[src/rtl/sha2_pkg.sv]
// Shared SHA-256/224 constants, round functions and FSM encoding.
package sha2_pkg;

  typedef logic [31:0] word_t;

  typedef struct packed {
    word_t a;
    word_t b;
    word_t c;
    word_t d;
    word_t e;
    word_t f;
    word_t g;
    word_t h;
  } work_t;

  localparam logic [1:0] ST_IDLE  = 2'd0;
  localparam logic [1:0] ST_ROUND = 2'd1;
  localparam logic [1:0] ST_FINAL = 2'd2;

  localparam work_t IV256 = {
    32'h6a09e667, 32'hbb67ae85, 32'h3c6ef372, 32'ha54ff53a,
    32'h510e527f, 32'h9b05688c, 32'h1f83d9ab, 32'h5be0cd19
  };

  localparam work_t IV224 = {
    32'hc1059ed8, 32'h367cd507, 32'h3070dd17, 32'hf70e5939,
    32'hffc00b31, 32'h68581511, 32'h64f98fa7, 32'hbefa4fa4
  };

  localparam word_t K [64] = '{
    32'h428a2f98, 32'h71374491, 32'hb5c0fbcf, 32'he9b5dba5,
    32'h3956c25b, 32'h59f111f1, 32'h923f82a4, 32'hab1c5ed5,
    32'hd807aa98, 32'h12835b01, 32'h243185be, 32'h550c7dc3,
    32'h72be5d74, 32'h80deb1fe, 32'h9bdc06a7, 32'hc19bf174,
    32'he49b69c1, 32'hefbe4786, 32'h0fc19dc6, 32'h240ca1cc,
    32'h2de92c6f, 32'h4a7484aa, 32'h5cb0a9dc, 32'h76f988da,
    32'h983e5152, 32'ha831c66d, 32'hb00327c8, 32'hbf597fc7,
    32'hc6e00bf3, 32'hd5a79147, 32'h06ca6351, 32'h14292967,
    32'h27b70a85, 32'h2e1b2138, 32'h4d2c6dfc, 32'h53380d13,
    32'h650a7354, 32'h766a0abb, 32'h81c2c92e, 32'h92722c85,
    32'ha2bfe8a1, 32'ha81a664b, 32'hc24b8b70, 32'hc76c51a3,
    32'hd192e819, 32'hd6990624, 32'hf40e3585, 32'h106aa070,
    32'h19a4c116, 32'h1e376c08, 32'h2748774c, 32'h34b0bcb5,
    32'h391c0cb3, 32'h4ed8aa4a, 32'h5b9cca4f, 32'h682e6ff3,
    32'h748f82ee, 32'h78a5636f, 32'h84c87814, 32'h8cc70208,
    32'h90befffa, 32'ha4506ceb, 32'hbef9a3f7, 32'hc67178f2
  };

  function automatic word_t rotr(input word_t x, input int unsigned n);
    return (x >> n) | (x << (32 - n));
  endfunction

  function automatic word_t big_sigma0(input word_t x);
    return rotr(x, 2) ^ rotr(x, 13) ^ rotr(x, 22);
  endfunction

  function automatic word_t big_sigma1(input word_t x);
    return rotr(x, 6) ^ rotr(x, 11) ^ rotr(x, 25);
  endfunction

  function automatic word_t small_sigma0(input word_t x);
    return rotr(x, 7) ^ rotr(x, 18) ^ (x >> 3);
  endfunction

  function automatic word_t small_sigma1(input word_t x);
    return rotr(x, 17) ^ rotr(x, 19) ^ (x >> 10);
  endfunction

  function automatic word_t ch(input word_t x, input word_t y, input word_t z);
    return (x & y) ^ (~x & z);
  endfunction

  function automatic word_t maj(input word_t x, input word_t y, input word_t z);
    return (x & y) ^ (x & z) ^ (y & z);
  endfunction

endpackage

[src/rtl/sha2_round.sv]
// One combinational SHA-2 compression round: working variables in, next working variables out.
module sha2_round
  import sha2_pkg::*;
(
  input  work_t cur,
  input  word_t w,
  input  word_t k,
  output work_t nxt
);

  word_t t1;
  word_t t2;

  always_comb begin
    t1  = cur.h + big_sigma1(cur.e) + ch(cur.e, cur.f, cur.g) + k + w;
    t2  = big_sigma0(cur.a) + maj(cur.a, cur.b, cur.c);
    nxt = '{a: t1 + t2, b: cur.a, c: cur.b, d: cur.c,
            e: cur.d + t1, f: cur.e, g: cur.f, h: cur.g};
  end

endmodule

[src/rtl/sha2_round_engine.sv]
// SHA-256/224 block compression with UNROLL rounds per clock and a held chaining digest.
//
// state    | meaning
// ST_IDLE  | waiting for START; DIGEST holds the last result
// ST_ROUND | UNROLL rounds plus schedule steps per cycle
// ST_FINAL | feed-forward add into H, DONE pulse
module sha2_round_engine
  import sha2_pkg::*;
#(
  parameter int UNROLL = 1
)
(
  input  logic         CLK,
  input  logic         RESET,
  input  logic         START,
  input  logic         FIRST,
  input  logic         MODE224,
  input  logic [511:0] BLOCK,
  output logic         BUSY,
  output logic         DONE,
  output logic [255:0] DIGEST
);

  if (UNROLL != 1 && UNROLL != 2 && UNROLL != 4 && UNROLL != 8 && UNROLL != 16) begin : g_bad_unroll
    $error("sha2_round_engine: UNROLL must be 1, 2, 4, 8 or 16");
  end

  localparam logic [5:0] T_STEP = 6'(UNROLL);

  logic [1:0]   state_q;
  logic [5:0]   t_q;
  logic         mode224_q;
  logic         done_q;
  work_t        h_q;
  work_t        work_q;
  logic [511:0] w_q;

  logic [511:0] win_last;
  work_t        work_last;
  work_t        h_sum;
  work_t        iv_sel;
  logic         last_step;

  // Window word 0 sits at the MSB end; each round drops it and appends the new word at the LSB end.
  for (genvar i = 0; i < UNROLL; i++) begin : g_round
    logic [511:0] win_in;
    logic [511:0] win_out;
    work_t        st_in;
    work_t        st_out;
    word_t        nw;

    if (i == 0) begin : g_head
      assign win_in = w_q;
      assign st_in  = work_q;
    end else begin : g_link
      assign win_in = g_round[i-1].win_out;
      assign st_in  = g_round[i-1].st_out;
    end

    assign nw = small_sigma1(win_in[63:32]) + win_in[223:192]
              + small_sigma0(win_in[479:448]) + win_in[511:480];
    assign win_out = {win_in[479:0], nw};

    sha2_round u_round (
      .cur (st_in),
      .w   (win_in[511:480]),
      .k   (K[t_q + 6'(i)]),
      .nxt (st_out)
    );
  end

  assign win_last  = g_round[UNROLL-1].win_out;
  assign work_last = g_round[UNROLL-1].st_out;
  assign last_step = ({1'b0, t_q} + 7'(UNROLL)) == 7'd64;
  assign iv_sel    = MODE224 ? IV224 : IV256;

  always_comb begin
    h_sum = '{a: h_q.a + work_q.a, b: h_q.b + work_q.b,
              c: h_q.c + work_q.c, d: h_q.d + work_q.d,
              e: h_q.e + work_q.e, f: h_q.f + work_q.f,
              g: h_q.g + work_q.g, h: h_q.h + work_q.h};
  end

  always_ff @(posedge CLK) begin
    if (RESET) begin
      state_q   <= ST_IDLE;
      t_q       <= '0;
      mode224_q <= 1'b0;
      done_q    <= 1'b0;
      h_q       <= '0;
      work_q    <= '0;
      w_q       <= '0;
    end else begin
      done_q <= 1'b0;
      case (state_q)
        ST_IDLE: begin
          if (START) begin
            w_q     <= BLOCK;
            t_q     <= '0;
            state_q <= ST_ROUND;
            if (FIRST) begin
              h_q       <= iv_sel;
              work_q    <= iv_sel;
              mode224_q <= MODE224;
            end else begin
              work_q <= h_q;
            end
          end
        end
        ST_ROUND: begin
          work_q <= work_last;
          w_q    <= win_last;
          t_q    <= t_q + T_STEP;
          if (last_step) state_q <= ST_FINAL;
        end
        ST_FINAL: begin
          h_q     <= h_sum;
          done_q  <= 1'b1;
          state_q <= ST_IDLE;
        end
        default: state_q <= ST_IDLE;
      endcase
    end
  end

  assign BUSY   = state_q != ST_IDLE;
  assign DONE   = done_q;
  assign DIGEST = {h_q[255:32], mode224_q ? 32'h0 : h_q.h};

endmodule

[config.mk]
export PLATFORM = sky130hd
export DESIGN_NAME = sha2_round_engine
export DESIGN_NICKNAME = d
export VERILOG_FILES = /design/src/rtl/sha2_pkg.sv /design/src/rtl/sha2_round.sv /design/src/rtl/sha2_round_engine.sv
export SDC_FILE = /design/constraint.sdc
export NUM_CORES = 2
export LEC_CHECK = 0
export CAP_MARGIN = 20
export CORE_MARGIN = 8
export CORE_UTILIZATION = 40
export DETAILED_ROUTE_END_ITERATION = 12
export SETUP_SLACK_MARGIN = 0.1
export SLEW_MARGIN = 30
export SYNTH_ARGS = -nofsm -noshare
export SYNTH_HDL_FRONTEND = slang
export SYNTH_HIERARCHICAL = 1
export SYNTH_SLANG_ARGS = --single-unit
[constraint.sdc]
create_clock -name CLK -period 13.1 [get_ports CLK]
set_input_delay 2.62 -clock CLK [delete_from_list [all_inputs] [get_ports CLK]]
set_output_delay 2.62 -clock CLK [all_outputs]
set_load 0.005 [all_outputs]
Word-level counts from Yosys, hierarchy flattened
Memory sizes are Yosys's and may differ from the RTL's.
Index checks and enable logic that the tools add are counted.
{"block": "totals", "register_bits": 1034, "latchBits": 0, "ramBits": 0, "romBits": 2048, "in_bits": 517, "output_inout_bits": 258, "mem_count": 1}
{"memory": "(name not given)", "depth": 64, "width": 32, "rd": 1, "rd_clocked_by_memory_dff": 0, "write_ports": 0, "line": "sha2_round_engine.sv:67", "text": ".k (K[t_q + 6'(i)]),"}
{"block": "classes", "add_sub_neg": 20, "multipliers": 0, "n_div": 0, "order_cmp": 1, "n_eq_ne": 5, "n_shift": 0, "mux": 16, "bitwise": 28, "reduce_logical": 8}
{"op": "$pmux 256 s2", "n": 2}
{"op": "$pmux 512 s2", "n": 1}
{"op": "$mux 256", "n": 3}
{"op": "$add 32x32->32", "n": 18}
{"op": "$mux 512", "n": 1}
{"op": "$xor 32x32->32", "n": 9}
{"op": "$and 32x32->32", "n": 5}
{"op": "$mux 32", "n": 3}
{"op": "$not 32->32", "n": 1}
{"op": "$or 10x32->32", "n": 1}
{"op": "$or 13x32->32", "n": 1}
{"op": "$or 14x32->32", "n": 1}
{"op": "$or 15x32->32", "n": 1}
{"op": "$or 19x32->32", "n": 1}
{"op": "$or 21x32->32", "n": 1}
{"op": "$or 25x32->32", "n": 1}
{"op": "$or 26x32->32", "n": 1}
{"op": "$or 30x32->32", "n": 1}
{"op": "$or 7x32->32", "n": 1}
{"op": "$xor 32x22->32", "n": 1}
{"op": "$xor 32x29->32", "n": 1}
{"op": "$pmux 6 s2", "n": 1}
{"op": "$add 6x1->7 const B", "n": 1}
{"op": "$eq 7x7->1 const B", "n": 1}
{"op": "other kinds (14)", "n": 20}

Longest topological paths before layout
{"block": "logic_depth", "word_depth": 9, "depth_mapped": 41, "mapped_depth_nobuf": 39}

By module
Netlist, hierarchy kept.
{"mod": "sha2_round_engine", "instances": 1, "cells_per_inst": 8443, "area_each_um2": 64047.7, "seq_area_each_um2": 20699.9}
{"mod": "sha2_round", "instances": 1, "cells_per_inst": 1307, "area_each_um2": 10861.7, "seq_area_each_um2": 0.0}

Worst setup path after synthesis
No wires, ideal clock.
{"block": "synth_timing", "path_type": "reg2reg", "start": "register t_q[0]", "end": "register work_q (netlist bit g_round[0].st_in[254])", "setup_time_ns": 0.065, "arrival_time_ns": 8.089, "required_ns": 13.035, "slack_ns": 4.946, "stages_incl_launch_ff": 38, "n_path_buf": 3, "path_cell_list": "dfxtp_1 > clkbuf_1 > clkinv_1 > ha_1 > clkbuf_1 > nor2_1 > a21oi_1 > a21oi_1 > mux4_2 > fa_1 > inv_1 > fa_1 > inv_1 > ha_1 > nand3_1 > a2bb2oi_1 > a21oi_1 > a31oi_1 > [2 not listed] > a21oi_1 > xnor2_1 > fa_1 > ha_1 > clkbuf_1 > nand2_1 > nor4_1 > or3b_1 > o31a_1 > nor2_1 > o41a_1 > o21ai_1 > o21ai_1 > xor2_1 > nor2_1 > nor3_1 > a21oi_1 > nor2_1"}
{"element": "start: declaration", "line": "sha2_round_engine.sv:31", "text": "logic [5:0] t_q;"}
{"element": "start signal: assignment", "line": "sha2_round_engine.sv:113", "text": "t_q <= t_q + T_STEP;"}
{"element": "end signal: assignment", "line": "sha2_round_engine.sv:103", "text": "work_q <= iv_sel;"}
{"element": "end signal: assignment", "line": "sha2_round_engine.sv:106", "text": "work_q <= h_q;"}
{"element": "end signal: assignment", "line": "sha2_round_engine.sv:111", "text": "work_q <= work_last;"}
{"element": "end: declaration", "line": "sha2_round_engine.sv:35", "text": "work_t work_q;"}

==> out/qor.csv <==
stage,metric,value,unit
sta,clock-skew-final,0.108,ns
clocking,cts.clk_slew.worst_paths,0.06,ns
worst_setup_path,cpLargestDelayFamily,adder cells,
floorplanning,die_h,449,µm
route,remaining_number_of_nets_flagged_by_the_antenna_check_after_routing,0,
power,power.density_cell_area,304,nW/µm²
sta,timing.final.crit_period,10.34,ns
grt,grt_util_all_layers,34.0,%
clocking,cts.sink_count,1034,
clocking,cts_htree_levels,3,
yosys,synth_enable_flop_cells,0,
floorplanning,design.die.area,201000,µm²
worst_setup_path,worst-path-buf-inv,4,
placed_design,detailedPlacementHpwl,278,mm
sta,worst_slew_margin_rel,23.8,%
sta,timing_hold_violations_final,0,
worst_setup_path,timing_worst_setup_path_type,reg2reg,
clocking,numCtsBuffers,121,
sta,final_report_setup_violation_count,0,
job,drv.max_cap_violation_count,0,
yosys,seq_area_frac_synth,27.6,%
placed_design,buffer_ports.inserted,774,
clocking,root_buffer,clkbuf_16,
final_layout,non_filler_instance_count_after_layout,12300,
hold_path,hold_depth,2,
worst_setup_path,cpMaxStageDelayCell,ha_1,
sta,finalCritPeriodShare,79.0,%
sta,tightest_slew,1.14,ns
floorplanning,std_cell_rows,159,
grt,via_count_of_the_first_global_routing_pass,69500,
hold_path,type_of_the_worst_min_delay_path,reg2reg,
sta,rsz0062_at_grt,no,
final_layout,syn_to_final_growth,14.2,%
yosys,synth_warnings,6,
worst_setup_path,worst_setup_path_end_kind,register,
worst_setup_path,max_stage_delay,0.90,ns
yosys,synth_area,74900,µm²
final_layout,final_layout_size_suffix_gt1_share,4.31,%
yosys,synth_ff_type,dfxtp_1,
route,detail_route.vias_per_cell,6.03,
clocking,cts.path.max_buffers,3,
clocking,ctsHoldBuffers,0,
worst_setup_path,r2r_cells,36,
floorplanning,design.portCount,775,
clocking,tritoncts,done,
route,route.vias.total,74000,
yosys,postSynthRegisterBits,1034,
yosys,post_synth_num_cell_types,104,
route,routed_wire_length_per_instance,29.7,µm
worst_setup_path,path_depth,36,
sta,setup_total_negative_slack,0,ns
floorplanning,core_area,187000,µm²
clocking,post_cts_sizing_count,0,
grt,antenna_found_initial,33,
power,leakage,0.0342,µW
grt,first_pass_grt_wire_length,513,mm
sta,slew_viol_final,0,
yosys,async_reset_ff_share,0,%
yosys,synth_nets,10900,
final_layout,layout.nets,10800,
clocking,clock_insertion_delay_worst_skew,0.85,ns
placed_design,numPlacedInstances,12000,
placed_design,place_congestion,0.999,
route,detail_route.iter0.violations,8043,
floorplanning,die-width,449,µm
worst_setup_path,worst_ep_required_time,13.85,ns
route,drt_pre_antenna_iters,6,
route,finalWirelength,365,mm
sta,fmaxAchievable,96.7,MHz
yosys,syn_inst,9750,
worst_setup_path,worstSetupStartpointType,register,
worst_setup_path,crit_fanout,31,
clocking,cts_setup_buffers,0,
yosys,syn_area_per_cell,7.68,µm²
route,post_route_drc_violation_count,0,
power,max-vdd-ir-drop,0.392,mV
grt,grt-ovfl-total,0,
grt,pin_count_of_the_biggest_net_entering_global_routing,257,
status,status,"complete, no violations",
final_layout,fillerInstances,18800,
worst_setup_path,worstPathArrival,11.09,ns
floorplanning,start_util,40.1,%
[Yosys cell counts, drive strengths merged (8+ instances only)]
| cell type | instances | area share, % |
|---|---|---|
| a211oi | 239 | 2.4 |
| a22o | 10 | 0.12 |
| nand3 | 120 | 0.80 |
| a21o | 167 | 1.7 |
| nand2b | 101 | 0.84 |
| xnor2 | 363 | 4.2 |
| o211ai | 70 | 0.71 |
| and2 | 19 | 0.16 |
| clkbuf | 660 | 3.3 |
| fa | 195 | 5.2 |
| a2111oi | 20 | 0.28 |
| a221oi | 57 | 0.70 |
| buf | 471 | 4.4 |
| nor2b | 159 | 1.3 |
| nor4 | 14 | 0.13 |
| a22oi | 21 | 0.21 |
| and3 | 44 | 0.37 |
| nand2 | 1513 | 7.6 |
| o31ai | 27 | 0.30 |
| inv | 415 | 2.1 |
| o311ai | 16 | 0.20 |
| xor2 | 203 | 2.4 |
| o41ai | 12 | 0.18 |
| o22ai | 63 | 0.53 |
| a31oi | 54 | 0.46 |
| nor2 | 1029 | 5.2 |
| nand4 | 25 | 0.21 |
| mux2 | 13 | 0.20 |
| nor3b | 61 | 0.61 |
| a21oi | 571 | 3.8 |
| maj3 | 31 | 0.41 |
| dfxtp | 1034 | 28 |
| a211o | 18 | 0.21 |
| a21boi | 8 | 0.080 |
| o221ai | 9 | 0.11 |
| o21bai | 54 | 0.54 |
| or2 | 15 | 0.13 |
| mux2i | 33 | 0.44 |
| or3 | 19 | 0.16 |
| a311oi | 584 | 6.8 |
| o21ai | 303 | 2.0 |
| o21a | 48 | 0.49 |
| o2111ai | 8 | 0.094 |
| nor3 | 374 | 2.5 |
| ha | 389 | 6.5 |
[stage by stage]
step / instance area, µm² / power (µW) / setup slack, ns / util (%) / hold WS (ns)
after floorplan: 74900 / 16000 / 4.95 / - / 0.452
after global placement: 81300 / 22300 / 2.91 / 43.5 / 0.461
after detailed placement: 81300 / 22200 / 2.96 / 43.5 / 0.467
after CTS: 85400 / 25800 / 2.85 / 45.7 / 0.450
after global routing: 85500 / 27500 / 2.27 / 45.7 / 0.471
final: 85500 / 26000 / 2.76 / 45.7 / 0.443
[placed cells by master (no fill, tap or decap), types with 55 or more instances in the layout]
cell             Yosys  layout
nand2_1           1513    1509
dfxtp_1           1034    1030
nor2_1            1029    1022
clkdlybuf4s50_1      0     772
a311oi_1           584     584
a21oi_1            569     569
inv_1              414     414
ha_1               389     389
nor3_1             373     373
xnor2_1            363     363
o21ai_0            287     286
a211oi_1           236     236
xor2_1             203     203
fa_1               195     195
a21o_1             167     167
nor2b_1            159     156
clkbuf_16            0     122
nand3_1            120     120
buf_4              416     116
nand2b_1           101      97
o211ai_1            69      69
o22ai_1             63      63
nor3b_1             61      61
a221oi_1            55      55
[layer usage]
layer  up-vias  global-route usage [%]  wire length (µm)
met1     35800                    41.7            141000
li1      33600                       -                 -
met5         -                       0               114
met3       838                    6.15             28900
met4        18                    20.7             27300
met2      3638                    55.6            167000
[worst register-to-register path, delay by kind of cell (launching register included)]
| kind | cells | cell delay [ns] |
|---|---|---|
| buffers and inverters | 4 | 1.01 |
| xor gates and xnor gates | 2 | 0.43 |
| and+or+nand+nor | 10 | 2.58 |
| adders and majority gates | 6 | 3.30 |
| DFF | 1 | 0.31 |
| AOI/OAI and AO/OA | 14 | 2.65 |
[power breakdown]
group	leakage [µW]	total, µW	switching [µW]	internal [µW]
registers	0.00854	4140	626	3510
logic	0.0237	18300	11700	6580
clock network	0.00198	3560	1540	2020
[layout make-up]
class,count,area (µm²),share of cell area [%]
Clock buffer,171,3500,4.09
Clock inverter,45,601,0.702
Tap cell,2495,3120,3.65
Multi-Input combinational cell,7166,47000,54.9
Sequential cell,1034,20700,24.2
Timing Repair Buffer,911,9040,10.6
Inverter,419,1570,1.84
Antenna cell,20,50.0,0.0585
[registers in the layout, summed over array words and instances (netlist names)]
register / cells
mode224_q: 1
h_q: 32
g_round.st_in: 256
state_q: 2
t_q: 6
DONE: 1
DIGEST: 224
g_round.win_in: 512
[cell families after synthesis]
| logic type | count (synthesis) | share of synthesized area, % |
|---|---|---|
| muxes | 50 | 0.757 |
| DFF | 1034 | 27.6 |
| adders and majority gates | 615 | 12.1 |
| xor gates and xnor gates | 568 | 6.68 |
| and+or+nand+nor | 3512 | 20.2 |
| buffers and inverters | 1550 | 9.85 |
| AOI/OAI and AO/OA | 2421 | 22.8 |
[path summary, 6_finish.rpt]
path,start,endpoint,slack (ns)
worst min-delay path,g_round[0].win_in[31],g_round[0].win_in[63],0.44
worst min register to register,g_round[0].win_in[31],g_round[0].win_in[63],0.44
worst max register to register,t_q[1],g_round[0].st_in[254],2.76
worst max-delay path,t_q[1],g_round[0].st_in[254],2.76
Note: power is estimated with default switching activity, not from simulation.
